--- config.mk ---
export PLATFORM = sky130hd
export DESIGN_NAME = rr_arbiter8_flat
export DESIGN_NICKNAME = d
export VERILOG_FILES = /design/src/rtl/rr_arbiter8_pkg.sv /design/src/rtl/rr_arbiter8_if.sv /design/src/rtl/rr_arbiter8_pri_enc8.sv /design/src/rtl/rr_arbiter8.sv /design/src/flat_wrapper.sv
export SDC_FILE = /design/constraint.sdc
export NUM_CORES = 1
export LEC_CHECK = 0
export CAP_MARGIN = 30
export CELL_PAD_IN_SITES_DETAIL_PLACEMENT = 1
export CELL_PAD_IN_SITES_GLOBAL_PLACEMENT = 1
export CORE_MARGIN = 3
export CORE_UTILIZATION = 46
export DETAILED_ROUTE_END_ITERATION = 8
export GPL_TIMING_DRIVEN = 0
export PLACE_DENSITY = 0.84
export REMOVE_ABC_BUFFERS = 1
export SLEW_MARGIN = 0
export SYNTH_ARGS = -nofsm -noshare
export SYNTH_HDL_FRONTEND = slang
export SYNTH_SLANG_ARGS = --single-unit
--- constraint.sdc ---
create_clock -name clk -period 11.9 [get_ports clk]
set_clock_uncertainty 0.1 [all_clocks]
set_input_delay 2.975 -clock clk [delete_from_list [all_inputs] [get_ports clk]]
set_output_delay 2.975 -clock clk [all_outputs]
set_load 0.02 [all_outputs]
--- src/rtl/rr_arbiter8_pkg.sv ---
// arb_pkg: shared widths, FSM state type and the rotate helper for rr_arbiter8.
package arb_pkg;
    localparam int N_REQ = 8;
    localparam int IDX_W = 3;

    typedef enum logic {IDLE, BUSY} state_t;

    // Index 0 is the leftmost bit, so a left shift moves requester s to position 0.
    function automatic logic [0:N_REQ-1] rotl(input logic [0:N_REQ-1] v, input logic [IDX_W-1:0] s);
        return (v << s) | (v >> (4'(N_REQ) - {1'b0, s}));
    endfunction
endpackage

--- src/rtl/rr_arbiter8_if.sv ---
// rr_arbiter8_if: requester-side handshake and grant outputs of the arbiter.
interface rr_arbiter8_if;
    import arb_pkg::*;
    logic               enable;
    logic [0:N_REQ-1]   req;
    logic               done;
    logic               gnt_valid;
    logic [0:IDX_W-1]   gnt_idx;
    logic [0:N_REQ-1]   gnt_onehot;
    logic               timeout;

    modport master (output enable, req, done, input gnt_valid, gnt_idx, gnt_onehot, timeout);
    modport slave  (input enable, req, done, output gnt_valid, gnt_idx, gnt_onehot, timeout);
endinterface

--- src/rtl/rr_arbiter8_pri_enc8.sv ---
// pri_enc8: first-one encoder over [0:7]; anything other than a clean 1 counts as 0.
module pri_enc8
    import arb_pkg::*;
(
    input  logic [0:N_REQ-1] vec_i,
    output logic [0:IDX_W-1] idx_o,
    output logic             found_o
);
    always_comb begin
        idx_o = '0;
        found_o = 1'b0;
        for (int i = N_REQ - 1; i >= 0; i--) begin
            if (vec_i[i] === 1'b1) begin
                idx_o = IDX_W'(i);
                found_o = 1'b1;
            end
        end
    end
endmodule

--- src/rtl/rr_arbiter8.sv ---
// rr_arbiter8: eight-way round-robin arbiter with done/drop/hold-limit release.
module rr_arbiter8
    import arb_pkg::*;
#(
    parameter int MAX_HOLD = 15
)(
    input  logic           clk,
    input  logic           rst,
    rr_arbiter8_if.slave   bus
);
    state_t            state_q, state_d;
    logic [IDX_W-1:0]  ptr_q, ptr_d;
    logic [3:0]        hold_q, hold_d;
    logic [0:IDX_W-1]  idx_q, idx_d;
    logic [0:N_REQ-1]  oh_q, oh_d;
    logic              to_q, to_d;
    logic [0:N_REQ-1]  rot_req;
    logic [0:IDX_W-1]  enc_idx, nxt_idx;
    logic              found, owner_req, hit_limit;

    assign rot_req = rotl(bus.req, ptr_q);

    pri_enc8 u_enc (
        .vec_i   (rot_req),
        .idx_o   (enc_idx),
        .found_o (found)
    );

    assign nxt_idx   = enc_idx + ptr_q;
    assign owner_req = bus.req[idx_q] === 1'b1;
    assign hit_limit = hold_q == 4'(MAX_HOLD - 1);

    always_comb begin
        state_d = state_q;
        ptr_d = ptr_q;
        hold_d = hold_q;
        idx_d = idx_q;
        oh_d = oh_q;
        to_d = 1'b0;
        if (state_q == IDLE) begin
            if (bus.enable && found) begin
                state_d = BUSY;
                idx_d = nxt_idx;
                oh_d = 8'b1000_0000 >> nxt_idx;
                hold_d = '0;
            end
        end else if (bus.done || !owner_req || hit_limit) begin
            state_d = IDLE;
            ptr_d = idx_q + 3'd1;
            oh_d = '0;
            // Timeout only when the hold limit alone forced the release.
            to_d = !bus.done && owner_req;
        end else begin
            hold_d = hold_q + 4'd1;
        end
    end

    always_ff @(posedge clk or posedge rst) begin
        if (rst) begin
            state_q <= IDLE;
            ptr_q <= '0;
            hold_q <= '0;
            idx_q <= '0;
            oh_q <= '0;
            to_q <= 1'b0;
        end else begin
            state_q <= state_d;
            ptr_q <= ptr_d;
            hold_q <= hold_d;
            idx_q <= idx_d;
            oh_q <= oh_d;
            to_q <= to_d;
        end
    end

    assign bus.gnt_valid  = state_q == BUSY;
    assign bus.gnt_idx    = idx_q;
    assign bus.gnt_onehot = oh_q;
    assign bus.timeout    = to_q;
endmodule

--- src/flat_wrapper.sv ---
// flat-port wrapper written by rule: the top's interface ports become plain ports
module rr_arbiter8_flat import arb_pkg::*;
#(
    parameter int MAX_HOLD = 15
)
  (clk, rst, bus_enable, bus_req, bus_done, bus_gnt_valid, bus_gnt_idx, bus_gnt_onehot, bus_timeout);
  rr_arbiter8_if bus_i ();
  input  logic clk;
  input  logic rst;
  input wire logic [$bits(bus_i.enable)-1:0] bus_enable;
  input wire logic [$bits(bus_i.req)-1:0] bus_req;
  input wire logic [$bits(bus_i.done)-1:0] bus_done;
  output wire logic [$bits(bus_i.gnt_valid)-1:0] bus_gnt_valid;
  output wire logic [$bits(bus_i.gnt_idx)-1:0] bus_gnt_idx;
  output wire logic [$bits(bus_i.gnt_onehot)-1:0] bus_gnt_onehot;
  output wire logic [$bits(bus_i.timeout)-1:0] bus_timeout;
  assign bus_i.enable = bus_enable;
  assign bus_i.req = bus_req;
  assign bus_i.done = bus_done;
  assign bus_gnt_valid = bus_i.gnt_valid;
  assign bus_gnt_idx = bus_i.gnt_idx;
  assign bus_gnt_onehot = bus_i.gnt_onehot;
  assign bus_timeout = bus_i.timeout;
  rr_arbiter8 #(.MAX_HOLD(MAX_HOLD)) u_core (.clk(clk), .rst(rst), .bus(bus_i));
endmodule
==> summary by stage <==
STA
Headroom to the max-slew limit came out at 41.7%. Setup repair after global routing left no endpoint under its margin. The count of pins over their slew limit is 0. The tightest hold margin is 0.414 ns. For the pin with the worst max-slew slack, the measured transition is 0.874 ns. Setup violations remaining at the end of the flow were counted as 0. Subtracting the final worst setup slack from the clock period gives 6.60 ns. The upper clock frequency limit is 152 MHz.

For the final routed database, the setup TNS stands at 0 ns. The final count of hold timing violations is 0. The share of the clock period used by the worst path after layout is 55.5%.

Logic synthesis
The number of unique standard cell types used by synthesis is 65. In this run, synthesis produced a sequential element count of 20. The synthesized netlist occupies a cell area of 1870 um^2. Counting flops with an async set or reset pin after synthesis yields a share of 100%. A synthesized cell averages 9.42 um^2.

The number of synthesis warnings is 0. The number of enable-type register cells in the synthesized netlist is 0. The count of mapped cells out of synthesis is 198. The sequential element share of the synthesized area is 26.8%. Among all flip-flop cells after synthesis, the most frequent one is sky130_fd_sc_hd__dfrtp_1.

Setup path
The arrival time at the worst endpoint is 6.64 ns. Along the worst path, the maximum fanout reaches 6. For the worst setup path, the data required time is 11.94 ns. The first element of the critical path is bus_req[1]. The launching element type of the critical path is an input port. The critical path class is in2reg. For the worst flop-to-flop path, the logic depth is 16.

The endpoint identified for the worst register-to-register timing path is u_core.bus.gnt_onehot[3]$_DFFE_PP0P_. The worst-case register-to-register setup slack is 6.71 ns. The launch instance of the worst register-to-register path is u_core.ptr_q[0]$_DFFE_PP0P_.

The worst setup path is captured at a flip-flop.

Clock network
The buffer levels on the longest clock path is 2. The TritonCTS clock tree is built. In this run the number of H-tree levels came out at 1. At the later pin of the worst-skew pair, clock insertion delay measures 0.26 ns. Clock tree synthesis selected as its root buffer the cell sky130_fd_sc_hd__clkbuf_8.

The number of buffers created by CTS is 3. The post-CTS resize count is 0. For this design, the sink count on the clock tree is 20. The clock input transition at the sequential cells of the worst setup and hold paths is 0.08 ns. The hold-fix buffer count after cts is 0. The post-CTS setup buffer count is 0.

GRT
The via count of the first global-routing pass is 1721. In the global route stage, overall resource usage came out at 22.9%. The wire length of the first global-routing pass is 9140 um. After global routing the overflow that remains totals 0.

The largest net degree at the start of global routing is 23. The number of antenna violations at the first check in global routing is 0.

Drt
The sum of routed wire length over all layers is 5450 um. The ratio of routed vias to standard cells is 6.44. In the routed design, unresolved DRC markers number 0. The average wire length per cell after detail routing is 20.4 um.

The violation count after the first detailed-routing iteration is 95. The number of iterations in the first detailed-routing pass is 4. The routed layout has 1719 vias. The final antenna-violating net count is 0.

Place
The final weighted congestion in routability-driven placement is 0.845. Once detailed placement completed, the half-perimeter wirelength came to 4250 um. The instance area after placement is 2110 um^2. During placement, the flow inserted port buffers numbering 24.

Pwr
In this run the static leakage power is 0.889 nW. The power density of the placed cells is 332 nW/um^2. Total power for the finished layout comes to 0.724 mW.

VDD sags by at most 212 uV.

Cells and area
The diode insertion count for antenna repair is 0. Summing all non-filler instances in the final layout gives an area of 2180 um^2. The library cells used most frequently in the layout, excluding fill and tap cells, are 24 x sky130_fd_sc_hd__clkdlybuf4s50_1, 20 x sky130_fd_sc_hd__dfrtp_1, 19 x sky130_fd_sc_hd__mux2i_1. The count of nets after finishing is 238. The area of the multi-input gates is 1270 um^2. The most common cell after layout, fill and taps aside is sky130_fd_sc_hd__clkdlybuf4s50_1. The filler cell count in the final layout is 425. Compared with the post-synthesis result, the final layout area differs by 16.8%. The sequential cells in the finished layout cover a total of 500 um^2. Of the cells placed in the final design, the portion with a size suffix greater than 1 is 12.8%.

Floorplanning
The number of top-level design ports is 25. The width of the die is 69.7 um. The floorplan step defined a die boundary enclosing 4860 um^2.

The number of cell rows is 22. The die height is 69.7 um. The floorplan step defined a core boundary enclosing 3770 um^2. The initial cell density of the core is 49.5%.

Outcome
The flow ran to the end, and the final reports show no timing, DRC or antenna violations.

Job
Across the run, the number of max-cap violations was 0.

Min path
The start point of the worst hold path is u_core.bus.gnt_onehot[7]$_DFFE_PP0P_. Along the worst hold path, the cell count comes to 1. The worst hold path terminates at u_core.bus.gnt_onehot[7]$_DFFE_PP0P_.

The min-delay analysis places its worst path in the category reg2reg.
[registers in the layout (all words and copies together), names as in the netlist]
register,count
u_core.bus.gnt_idx,3
u_core.hold_q,4
u_core.bus.timeout,1
u_core.bus.gnt_valid,1
u_core.bus.gnt_onehot,8
u_core.ptr_q,3
[where the power goes]
part / switching (mW) / internal, mW
Combinational: 0.292 / 0.222
Clock: 0.0245 / 0.0449
Sequential: 0.0507 / 0.0888
Total: 0.368 / 0.356
[layer usage]
layer  global-route usage [%]  routed length, um  vias to the layer above
met2                     37.8               2650                       49
li1                         -                  -                      796
met4                     3.83                 38                        0
met5                        0                  0                        -
met1                     32.3               2490                      870
met3                     3.48                267                        4
[cells by family after synthesis]
logic type	share of synthesized area, %
and+or+nand+nor	20.7
AOI/OAI and AO/OA	25.4
muxes	15.6
DFF	26.8
buffers and inverters	5.16
adders and majority gates	4.43
xor gates and xnor gates	1.88
[worst max-delay path by stage]
stage	to	slack [ns]	cells after the start
after CTS	u_core.bus.gnt_onehot[4]$_DFFE_PP0P_	5.34	15
after floorplan	u_core.bus.gnt_onehot[7]$_DFFE_PP0P_	6.20	14
after detailed placement	u_core.bus.gnt_onehot[4]$_DFFE_PP0P_	5.09	15
after global routing	u_core.bus.gnt_onehot[3]$_DFFE_PP0P_	5.01	15
after global placement	u_core.bus.gnt_onehot[3]$_DFFE_PP0P_	5.20	15
final	u_core.bus.gnt_onehot[3]$_DFFE_PP0P_	5.30	15
[final cells by class]
class	instances	area share (%)
repair buffers	24	11.0
multi-input cells	161	58.2
clock inverters	1	1.38
inverters	10	1.72
flip-flops and latches	20	23.0
well taps	48	2.76
clock buffers	3	1.90
[stage by stage]
stage | util, % | setup WS, ns | std cells
2_1_floorplan | - | 6.20 | 191
3_3_place_gp | 55.9 | 5.20 | 263
3_5_place_dp | 55.9 | 5.09 | 263
4_1_cts | 57.8 | 5.34 | 267
5_1_grt | 57.8 | 5.01 | 267
6_report | 57.8 | 5.30 | 267
[cells in the mapped netlist, drive strengths merged (4+ instances only)]
cell type  instances  area share [%]
nand2             14             2.8
a22o               4             1.9
o21ai             10             2.7
a21oi              6             1.8
nand2b            10             3.8
buf                6             2.9
o22ai              8             2.7
nor3               8             2.4
mux2i             19              10
ha                 5             3.4
nand3              6             1.6
nor2              11             2.3
dfrtp             20              27
inv               10             2.0
[worst max-delay path, stage by stage]
cell and delay, ns:
sky130_fd_sc_hd__clkdlybuf4s50_1 0.55, sky130_fd_sc_hd__mux2i_1 0.36, sky130_fd_sc_hd__o22ai_1 0.15, sky130_fd_sc_hd__nor3_1 0.40, sky130_fd_sc_hd__o221ai_1 0.19, sky130_fd_sc_hd__nand4b_1 0.13
sky130_fd_sc_hd__nand2_1 0.06, sky130_fd_sc_hd__a221oi_1 0.26, sky130_fd_sc_hd__ha_1 0.19, sky130_fd_sc_hd__inv_1 0.05, sky130_fd_sc_hd__fa_1 0.41, sky130_fd_sc_hd__xor2_1 0.38
sky130_fd_sc_hd__nor3_1 0.09, sky130_fd_sc_hd__a21oi_1 0.31, sky130_fd_sc_hd__o32ai_1 0.12
Note: power is estimated with default switching activity, not from simulation.
